$ cat src/rtl/assoc_buffer_ctrl.sv
// Key/value associative buffer with a sequential one-entry-per-cycle search/insert engine.
// Also drives ctrl/data_input of a downstream result register (LOAD on search hit, CLR on flush).
module assoc_buffer_ctrl #(
    parameter int unsigned KEY_WIDTH  = 8,
    parameter int unsigned DATA_WIDTH = 8,
    parameter int unsigned ENTRIES    = 4,
    parameter int unsigned IDX_WIDTH  = $clog2(ENTRIES),
    parameter int unsigned CTRL_WIDTH = 2
) (
    input  logic                  clk,
    input  logic                  rst,
    input  logic                  flush,
    input  logic                  cmd_valid,
    output logic                  cmd_ready,
    input  logic                  cmd_op,
    input  logic [KEY_WIDTH-1:0]  cmd_key,
    input  logic [DATA_WIDTH-1:0] cmd_data,
    output logic                  rsp_valid,
    output logic                  rsp_hit,
    output logic [IDX_WIDTH-1:0]  rsp_idx,
    output logic [DATA_WIDTH-1:0] rsp_data,
    output logic [CTRL_WIDTH-1:0] out_ctrl,
    output logic [DATA_WIDTH-1:0] out_data
);

    localparam logic [CTRL_WIDTH-1:0] CTRL_NONE = CTRL_WIDTH'(0);
    localparam logic [CTRL_WIDTH-1:0] CTRL_CLR  = CTRL_WIDTH'(1);
    localparam logic [CTRL_WIDTH-1:0] CTRL_LOAD = CTRL_WIDTH'(2);

    typedef enum logic [1:0] {S_IDLE, S_SCAN, S_WRITE, S_RESP} state_e;

    state_e                state_q;
    logic [ENTRIES-1:0]    valid_q;
    logic [KEY_WIDTH-1:0]  key_q [ENTRIES];
    logic [DATA_WIDTH-1:0] val_q [ENTRIES];
    logic [IDX_WIDTH-1:0]  rep_ptr_q;

    logic                  op_q;
    logic [KEY_WIDTH-1:0]  ckey_q;
    logic [DATA_WIDTH-1:0] cdata_q;
    logic [IDX_WIDTH-1:0]  scan_idx_q;
    logic                  free_found_q;
    logic [IDX_WIDTH-1:0]  free_idx_q;
    logic                  match_q;
    logic [IDX_WIDTH-1:0]  match_idx_q;

    logic                  res_hit_q;
    logic [IDX_WIDTH-1:0]  res_idx_q;
    logic [DATA_WIDTH-1:0] res_data_q;

    logic                  rsp_valid_q;
    logic                  rsp_hit_q;
    logic [IDX_WIDTH-1:0]  rsp_idx_q;
    logic [DATA_WIDTH-1:0] rsp_data_q;
    logic [CTRL_WIDTH-1:0] out_ctrl_q;
    logic [DATA_WIDTH-1:0] out_data_q;

    logic                  entry_match_c;
    logic                  scan_last_c;
    logic                  free_found_c;
    logic [IDX_WIDTH-1:0]  free_idx_c;
    logic [IDX_WIDTH-1:0]  wr_idx_c;

    // Free-slot tracker includes the entry under compare so the last slot is not missed
    always_comb begin
        entry_match_c = valid_q[scan_idx_q] && (key_q[scan_idx_q] == ckey_q);
        scan_last_c   = (scan_idx_q == IDX_WIDTH'(ENTRIES - 1));
        free_found_c  = free_found_q || !valid_q[scan_idx_q];
        free_idx_c    = free_found_q ? free_idx_q : scan_idx_q;
        wr_idx_c      = match_q ? match_idx_q : (free_found_q ? free_idx_q : rep_ptr_q);
    end

    assign cmd_ready = (state_q == S_IDLE) && !flush;
    assign rsp_valid = rsp_valid_q;
    assign rsp_hit   = rsp_hit_q;
    assign rsp_idx   = rsp_idx_q;
    assign rsp_data  = rsp_data_q;
    assign out_ctrl  = out_ctrl_q;
    assign out_data  = out_data_q;

    always_ff @(posedge clk or negedge rst) begin
        if (!rst) begin
            state_q      <= S_IDLE;
            valid_q      <= '0;
            rep_ptr_q    <= '0;
            for (int i = 0; i < int'(ENTRIES); i++) begin
                key_q[i] <= '0;
                val_q[i] <= '0;
            end
            op_q         <= 1'b0;
            ckey_q       <= '0;
            cdata_q      <= '0;
            scan_idx_q   <= '0;
            free_found_q <= 1'b0;
            free_idx_q   <= '0;
            match_q      <= 1'b0;
            match_idx_q  <= '0;
            res_hit_q    <= 1'b0;
            res_idx_q    <= '0;
            res_data_q   <= '0;
            rsp_valid_q  <= 1'b0;
            rsp_hit_q    <= 1'b0;
            rsp_idx_q    <= '0;
            rsp_data_q   <= '0;
            out_ctrl_q   <= CTRL_NONE;
            out_data_q   <= '0;
        end else begin
            rsp_valid_q <= 1'b0;
            out_ctrl_q  <= CTRL_NONE;
            case (state_q)
                S_IDLE: begin
                    // Flush wins over a simultaneous command
                    if (flush) begin
                        valid_q    <= '0;
                        rep_ptr_q  <= '0;
                        out_ctrl_q <= CTRL_CLR;
                    end else if (cmd_valid) begin
                        op_q         <= cmd_op;
                        ckey_q       <= cmd_key;
                        cdata_q      <= cmd_data;
                        scan_idx_q   <= '0;
                        free_found_q <= 1'b0;
                        free_idx_q   <= '0;
                        match_q      <= 1'b0;
                        match_idx_q  <= '0;
                        state_q      <= S_SCAN;
                    end
                end
                S_SCAN: begin
                    free_found_q <= free_found_c;
                    free_idx_q   <= free_idx_c;
                    if (entry_match_c || scan_last_c) begin
                        match_q     <= entry_match_c;
                        match_idx_q <= scan_idx_q;
                        if (op_q) begin
                            state_q <= S_WRITE;
                        end else begin
                            res_hit_q  <= entry_match_c;
                            res_idx_q  <= entry_match_c ? scan_idx_q : '0;
                            res_data_q <= entry_match_c ? val_q[scan_idx_q] : '0;
                            state_q    <= S_RESP;
                        end
                    end else begin
                        scan_idx_q <= scan_idx_q + IDX_WIDTH'(1);
                    end
                end
                S_WRITE: begin
                    key_q[wr_idx_c]   <= ckey_q;
                    val_q[wr_idx_c]   <= cdata_q;
                    valid_q[wr_idx_c] <= 1'b1;
                    // Replacement pointer only advances when an occupied entry is evicted
                    if (!match_q && !free_found_q) begin
                        rep_ptr_q <= rep_ptr_q + IDX_WIDTH'(1);
                    end
                    res_hit_q  <= match_q;
                    res_idx_q  <= wr_idx_c;
                    res_data_q <= cdata_q;
                    state_q    <= S_RESP;
                end
                S_RESP: begin
                    rsp_valid_q <= 1'b1;
                    rsp_hit_q   <= res_hit_q;
                    rsp_idx_q   <= res_idx_q;
                    rsp_data_q  <= res_data_q;
                    if (!op_q && res_hit_q) begin
                        out_ctrl_q <= CTRL_LOAD;
                        out_data_q <= res_data_q;
                    end
                    state_q <= S_IDLE;
                end
                default: state_q <= S_IDLE;
            endcase
        end
    end

endmodule

$ cat config.mk
export PLATFORM = sky130hd
export DESIGN_NAME = assoc_buffer_ctrl
export DESIGN_NICKNAME = d
export VERILOG_FILES = /design/src/rtl/assoc_buffer_ctrl.sv
export SDC_FILE = /design/constraint.sdc
export NUM_CORES = 1
export LEC_CHECK = 0
export CORE_MARGIN = 2
export CORE_UTILIZATION = 42
export DETAILED_ROUTE_END_ITERATION = 10
export PLACE_DENSITY = 0.62
export SYNTH_ARGS = -nofsm -noshare
export SYNTH_HDL_FRONTEND = slang
export SYNTH_SLANG_ARGS = --single-unit
export TNS_END_PERCENT = 10
$ cat constraint.sdc
create_clock -name clk -period 4.93 [get_ports clk]
set_clock_uncertainty 0.1 [all_clocks]
set_input_delay 0.7395 -clock clk [delete_from_list [all_inputs] [get_ports clk]]
set_output_delay 0.7395 -clock clk [all_outputs]
set_load 0.1 [all_outputs]
==> reports/qor.yml, run 1 <==
floorplanning:
  rows: 43
  die-area_mm2: 0.0149
  start_util: 0.427
  die_w_um: 122
  core_area_mm2: 0.0138
  ios: 44
  fp.dieH_um: 122
cts:
  cts_buffers: 17
  cts_tree: "done"
  clock_latency_ns: 0.42
  cts.path.max_buffers: 2
  post_cts_resized: 0
  cts-root-buf: "clkbuf_16"
  h-tree-depth: 4
  clock_sinks: 130
  post_cts_buffers: 0
  path_clk_slew_ns: 0.05
  cts_hold_buf: 0
critical_path:
  crit_arrival_ns: 2.88
  required_ns: 4.09
  reg2reg_from: "scan_idx_q[0]"
  critPathKind: "flop to primary output"
  worst_setup_path_start_kind: "flop"
  cp-end-kind: "primary output"
  r2r_cells: 7
  cp_max_fo: 9
  cp-startpoint: "state_q[1]"
route:
  drc: 0
  totalWireLength_um: 11400
  vias: 3560
  wl_per_cell_um: 17.0
  ant_nets: 0
  drt-pass1-iter-count: 4
  viasPerCell: 5.33
  drtIter0Drc: 110
global_routing:
  grt_max_degree: 52
  antenna_found_initial: 0
  grt_overflow: 0
  grt_pass1_vias: 3745
  grt_usage: 0.170
  grt_pass1_wl_um: 19300
timing:
  period_needed_ns: 3.72
  rsz0062_at_grt: "no"
  final-max-slew-violation-count: 0
  final.setup.tns_ns: 0
  finalHoldViolCount: 0
  max_freq_mhz: 269
  tightest_slew_ns: 1.05
  setup_viol: 0
  max_slew_margin: 0.301
  post-route-period-util: 0.755
logic_synthesis:
  seq_area_frac_synth: 0.554
  avgSynthCellArea_um2: 13.6
  netlist_instances: 431
  synth_cell_types: 38
  yosys_register_bits: 130
  yosys_warnings: 0
  synth_nets: 457
  syn-cell-area_mm2: 0.00587
placement:
  port_buffers: 43
  hpwl_um: 7480
  place.gp.congestion: 0.752
cells_and_area:
  fin_util: 0.511
  nets: 502
  area_growth_pct: 19.8
  diodes: 0
  drive_gt1_frac: 0.330
power:
  ir_worst_vdd_mv: 0.315
  p_leak_uw: 0.00310
  powerDensity_mw_per_mm2: 699
hold_path:
  hold_class: "primary input to async pin"
status:
  status: "complete, no violations"
job:
  cap_viol_max_count: 0
report_power, final:
part           total (uW)  internal (uW)  leakage (uW)  switching [uW]
logic                1860            903       0.00115             953
registers            1870           1490       0.00168             379
clock network        1190            763      0.000275             423
state kept, by name (all words and copies together) (netlist names):
signal,count
key_q,32
state_q,2
rsp_idx,2
res_hit_q,1
match_q,1
rep_ptr_q,2
valid_q,4
val_q,32
out_data,8
ckey_q,8
res_idx_q,2
rsp_hit,1
free_idx_q,2
scan_idx_q,2
rsp_data,8
res_data_q,8
out_ctrl,2
free_found_q,1
rsp_valid,1
op_q,1
match_idx_q,2
cdata_q,8
cell type report:
class                      count  area, um^2
timing repair buffer          47         458
clock inverter                 6        80.1
fill                        1248        6740
inverter                       7        26.3
multi-input combinational    273        2520
tap                          180         225
clock buffer                  25         475
sequential                   130        3250
Yosys cell counts:
| cell | count | share of area |
|---|---|---|
| mux2i_1 | 17 | 0.029 |
| o21a_1 | 1 | 0.0013 |
| o21ai_1 | 1 | 0.00085 |
| o21ai_0 | 13 | 0.011 |
| mux2_2 | 112 | 0.21 |
| and3_1 | 2 | 0.0021 |
| a21oi_1 | 13 | 0.011 |
| nand4_1 | 2 | 0.0021 |
| a21o_1 | 1 | 0.0013 |
| o311ai_0 | 2 | 0.0030 |
| o31ai_1 | 1 | 0.0013 |
| o211ai_1 | 3 | 0.0038 |
| nand2b_1 | 12 | 0.013 |
| xnor2_1 | 8 | 0.012 |
| ha_1 | 5 | 0.011 |
| nor2_1 | 19 | 0.012 |
| nor2b_1 | 2 | 0.0021 |
| buf_1 | 2 | 0.0013 |
| o21bai_1 | 1 | 0.0013 |
| a32o_1 | 2 | 0.0034 |
| buf_6 | 1 | 0.0019 |
| a31oi_4 | 1 | 0.0036 |
| nand3b_1 | 1 | 0.0013 |
| nand3_1 | 5 | 0.0043 |
| clkbuf_1 | 17 | 0.011 |
| nand2_1 | 18 | 0.012 |
| mux4_2 | 11 | 0.042 |
| a22o_1 | 7 | 0.010 |
| xor2_1 | 6 | 0.0089 |
| inv_1 | 7 | 0.0045 |
| or4_4 | 1 | 0.0019 |
| nor4_1 | 1 | 0.0011 |
| a31oi_1 | 1 | 0.0011 |
| dfrtp_1 | 130 | 0.55 |
| and2_1 | 2 | 0.0021 |
| buf_2 | 1 | 0.00085 |
| a21oi_2 | 1 | 0.0015 |
| or2_2 | 1 | 0.0011 |
layer usage:
metal,global-route usage,vias to the layer above,routed length (um)
met5,0,-,0
met3,0.0390,24,345
met4,0.0833,0,281
met1,0.221,1840,5200
li1,-,1633,-
met2,0.270,63,5560
per-stage QoR:
stage | total power [uW] | hold slack [ns] | cell area (um^2) | worst slack (ns) | instances
after floorplan | 3290 | 0.344 | 5870 | 1.74 | 431
after global placement | 3690 | 0.380 | 6480 | 1.41 | 637
after detailed placement | 3760 | 0.367 | 6480 | 1.31 | 637
after CTS | 4970 | 0.260 | 7040 | 1.19 | 668
after global routing | 5220 | 0.296 | 7040 | 1.03 | 668
final | 4920 | 0.250 | 7040 | 1.21 | 668
cell usage in the layout (no fill, tap or decap), types with 3 or more instances in the layout:
cell,n
ha_1,5
clkbuf_1,6
xor2_1,6
xnor2_1,8
mux4_2,11
o21ai_0,13
mux2_2,112
a21oi_1,13
clkinv_2,4
clkbuf_16,17
nand3_1,5
buf_4,5
mux2i_1,17
dfrtp_1,130
nor2_2,4
nor2_1,15
nand2b_1,12
clkdlybuf4s50_1,42
nand2_1,18
o211ai_1,3
inv_1,7
a22o_1,7
worst paths after layout:
kind,to,slack (ns)
max,cmd_ready,1.21
min,key_q[12],0.25
max reg2reg,res_data_q[6],1.40
min reg2reg,rep_ptr_q[1],0.38
max in group asynchronous,res_data_q[3],3.43
min in group clk,rep_ptr_q[1],0.38
worst max-delay path, cell delays in order (launching register included):
cell	delay (ns)
dfrtp_1	0.42
inv_1	0.10
ha_1	0.36
nor2b_1	0.38
clkdlybuf4s50_1	1.21
kinds of logic after synthesis:
| group | synth area share |
|---|---|
| buf+inv | 0.0194 |
| xor+xnor | 0.0209 |
| mux | 0.286 |
| simple gates | 0.0545 |
| fa+ha+maj | 0.0106 |
| compound gates | 0.0550 |
| flops | 0.554 |
(Power assumes the default switching activity.)
==> run 2, diff against run 1 <==
==> constraint.sdc (replaced) <==
create_clock -name clk -period 3.5 [get_ports clk]
set_clock_uncertainty 0.1 [all_clocks]
set_input_delay 0.525 -clock clk [delete_from_list [all_inputs] [get_ports clk]]
set_output_delay 0.525 -clock clk [all_outputs]
set_load 0.1 [all_outputs]
==> run 2 against run 1 <==
Compared with the run above:
- register-to-register slack lost 1.1 ns
- critical path type is now flop to flop
- final area rose by 1.1%
- clock power increased by 42%
- worst setup slack worse by 0.89 ns
==> reports/qor.yml, run 2 (synthesized netlist as in run 1, its figures left out) <==
critical_path:
  slowest_stage: "dfrtp_1"
  critPathKind: "flop to flop"
  crit_cells: 8  # +4
  cp_max_fo: 17  # +8
  worst_setup_path_start_kind: "flop"
  cp-end-kind: "flop"
  r2r_cells: 8  # +1
  path_buf_inv: 1  # -1
  crit_arrival_ns: 3.39  # +0.51 ns
  crit_chain: "buf_4 > mux2i_1 > xnor2_1 > nor4_1 > nand4_1 > a21o_1 > a31oi_4 > mux2_2"
  required_ns: 3.71  # -0.38 ns
  critical_path.top_delay_family: "compound AO/OA/AOI/OAI gates"
  max_stage_delay_ns: 0.57  # -0.64 ns
cts:
  cts_tree: "done"
  post_cts_buffers: 0  # unchanged
  clock_sinks: 130  # unchanged
  post_cts_resized: 0  # unchanged
  h-tree-depth: 4  # unchanged
  cts.path.max_buffers: 2  # unchanged
  clock_latency_ns: 0.43  # about the same
  cts_hold_buf: 0  # unchanged
  cts-root-buf: "clkbuf_16"
  path_clk_slew_ns: 0.06  # about the same
  cts_buffers: 17  # unchanged
global_routing:
  grt_overflow: 0  # unchanged
  grt_usage: 0.173  # +0.00273
  grt_pass1_wl_um: 19400  # +0.39%
  grt_max_degree: 56  # +7.7%
  grt_pass1_vias: 3680  # -1.7%
  antenna_found_initial: 0  # unchanged
floorplanning:
  die_w_um: 122  # unchanged
  start_util: 0.427  # unchanged
  rows: 43  # unchanged
  core_area_mm2: 0.0138  # unchanged
  fp.dieH_um: 122  # unchanged
  ios: 44  # unchanged
  die-area_mm2: 0.0149  # unchanged
cells_and_area:
  area_growth_pct: 21.1
  fin_cells: 677  # +1.3%
  drive_gt1_frac: 0.348  # +0.0182
  largestRegisters: "key_q (32), val_q (32)"
  layout_commonest_cell: "dfrtp_1"
  finalInstanceArea_mm2: 0.00711  # +1.1%
  mostFrequentLayoutCells: "130 x dfrtp_1, 112 x mux2_2, 41 x clkdlybuf4s50_1"
  nets: 511  # +1.8%
  diodes: 0  # unchanged
power:
  clkPwrFrac: 0.242  # about the same
  p_sw_uw: 2560  # +46%
  p_comb_frac: 0.388  # +0.010
  p_leak_uw: 0.00315  # +1.6%
  intPower_uw: 4440  # +41%
  ir_worst_vdd_mv: 0.360  # +14%
  seqPwrFrac: 0.370  # -0.011
  powerDensity_mw_per_mm2: 985  # +41%
  swShare: 0.366  # +0.00847
timing:
  final-max-slew-violation-count: 0  # unchanged
  setup_viol: 0  # unchanged
  final.setup.tns_ns: 0  # unchanged
  max_slew_margin: 0.347  # +0.0456
  post-route-period-util: 0.910
  tightest_slew_ns: 0.977  # -0.0704 ns
  finalHoldViolCount: 0  # unchanged
  holdWs_ns: 0.0310  # -0.219 ns
  period_needed_ns: 3.18
  max_freq_mhz: 314
  rsz0062_at_grt: "no"
job:
  cap_viol_max_count: 0  # unchanged
route:
  drtIter0Drc: 143  # +30%
  vias: 3590  # +0.84%
  drt-pass1-iter-count: 4  # unchanged
  drc: 0  # unchanged
  viasPerCell: 5.30  # -0.50%
  ant_nets: 0  # unchanged
  wl_per_cell_um: 17.3  # +1.3%
  totalWireLength_um: 11700  # +2.6%
status:
  status: "complete, no violations"
placement:
  placed_cell_area_mm2: 0.00655  # +1.0%
  port_buffers: 43  # unchanged
  dp_cells: 646  # +1.4%
  hpwl_um: 7650  # +2.4%
  place.gp.congestion: 0.783  # +4.1%
hold_path:
  hold_class: "primary input to async pin"
-- run 2: per-layer routing --
layer / wire [um] / GRT usage / vias up
met2: 5610 / 0.274 / 55
li1: - / - / 1663
met1: 5440 / 0.224 / 1853
met4: 256 / 0.0740 / 0
met3: 378 / 0.0488 / 19
met5: 0 / 0 / -
-- run 2: worst register-to-register path: stages (launching register included) --
cell and delay [ns]:
dfrtp_1 0.57, buf_4 0.37, mux2i_1 0.30, xnor2_1 0.10, nor4_1 0.29, nand4_1 0.20
a21o_1 0.33, a31oi_4 0.42, mux2_2 0.39
-- run 2: path summary, 6_finish.rpt --
check | from | end | slack (ns)
setup / recovery | scan_idx_q[0] | res_data_q[0] | 0.32
hold / removal | rst | ckey_q[5] | 0.03
min in group clk | rep_ptr_q[1] | rep_ptr_q[1] | 0.38
max in group asynchronous | rst | ckey_q[1] | 2.48
setup reg to reg | scan_idx_q[0] | res_data_q[0] | 0.32
hold reg to reg | rep_ptr_q[1] | rep_ptr_q[1] | 0.38
-- run 2: cell type report --
| type | instances | area (um^2) |
|---|---|---|
| Sequential cell | 130 | 3250 |
| Multi-Input combinational cell | 273 | 2510 |
| Timing Repair Buffer | 56 | 536 |
| Tap cell | 180 | 225 |
| Inverter | 7 | 26.3 |
| Clock buffer | 17 | 425 |
| Fill cell | 1201 | 6660 |
| Clock inverter | 14 | 141 |
-- run 2: per-stage QoR --
stage	setup WS, ns	util	total power [uW]
2_1_floorplan	0.309	-	4640
3_3_place_gp	0.451	0.475	5260
3_5_place_dp	0.357	0.475	5340
4_1_cts	0.287	0.517	7070
5_1_grt	0.114	0.517	7430
6_report	0.316	0.517	7010
-- run 2: power by group through the flow --
| stage | sequential [uW] | combinational [uW] | clock, uW |
|---|---|---|---|
| floorplan | 2810 | 1830 | 0 |
| global placement | 2590 | 2670 | 0 |
| detailed placement | 2620 | 2730 | 0 |
| CTS | 2600 | 2740 | 1730 |
| global route | 2680 | 2950 | 1800 |
| finish | 2590 | 2720 | 1690 |
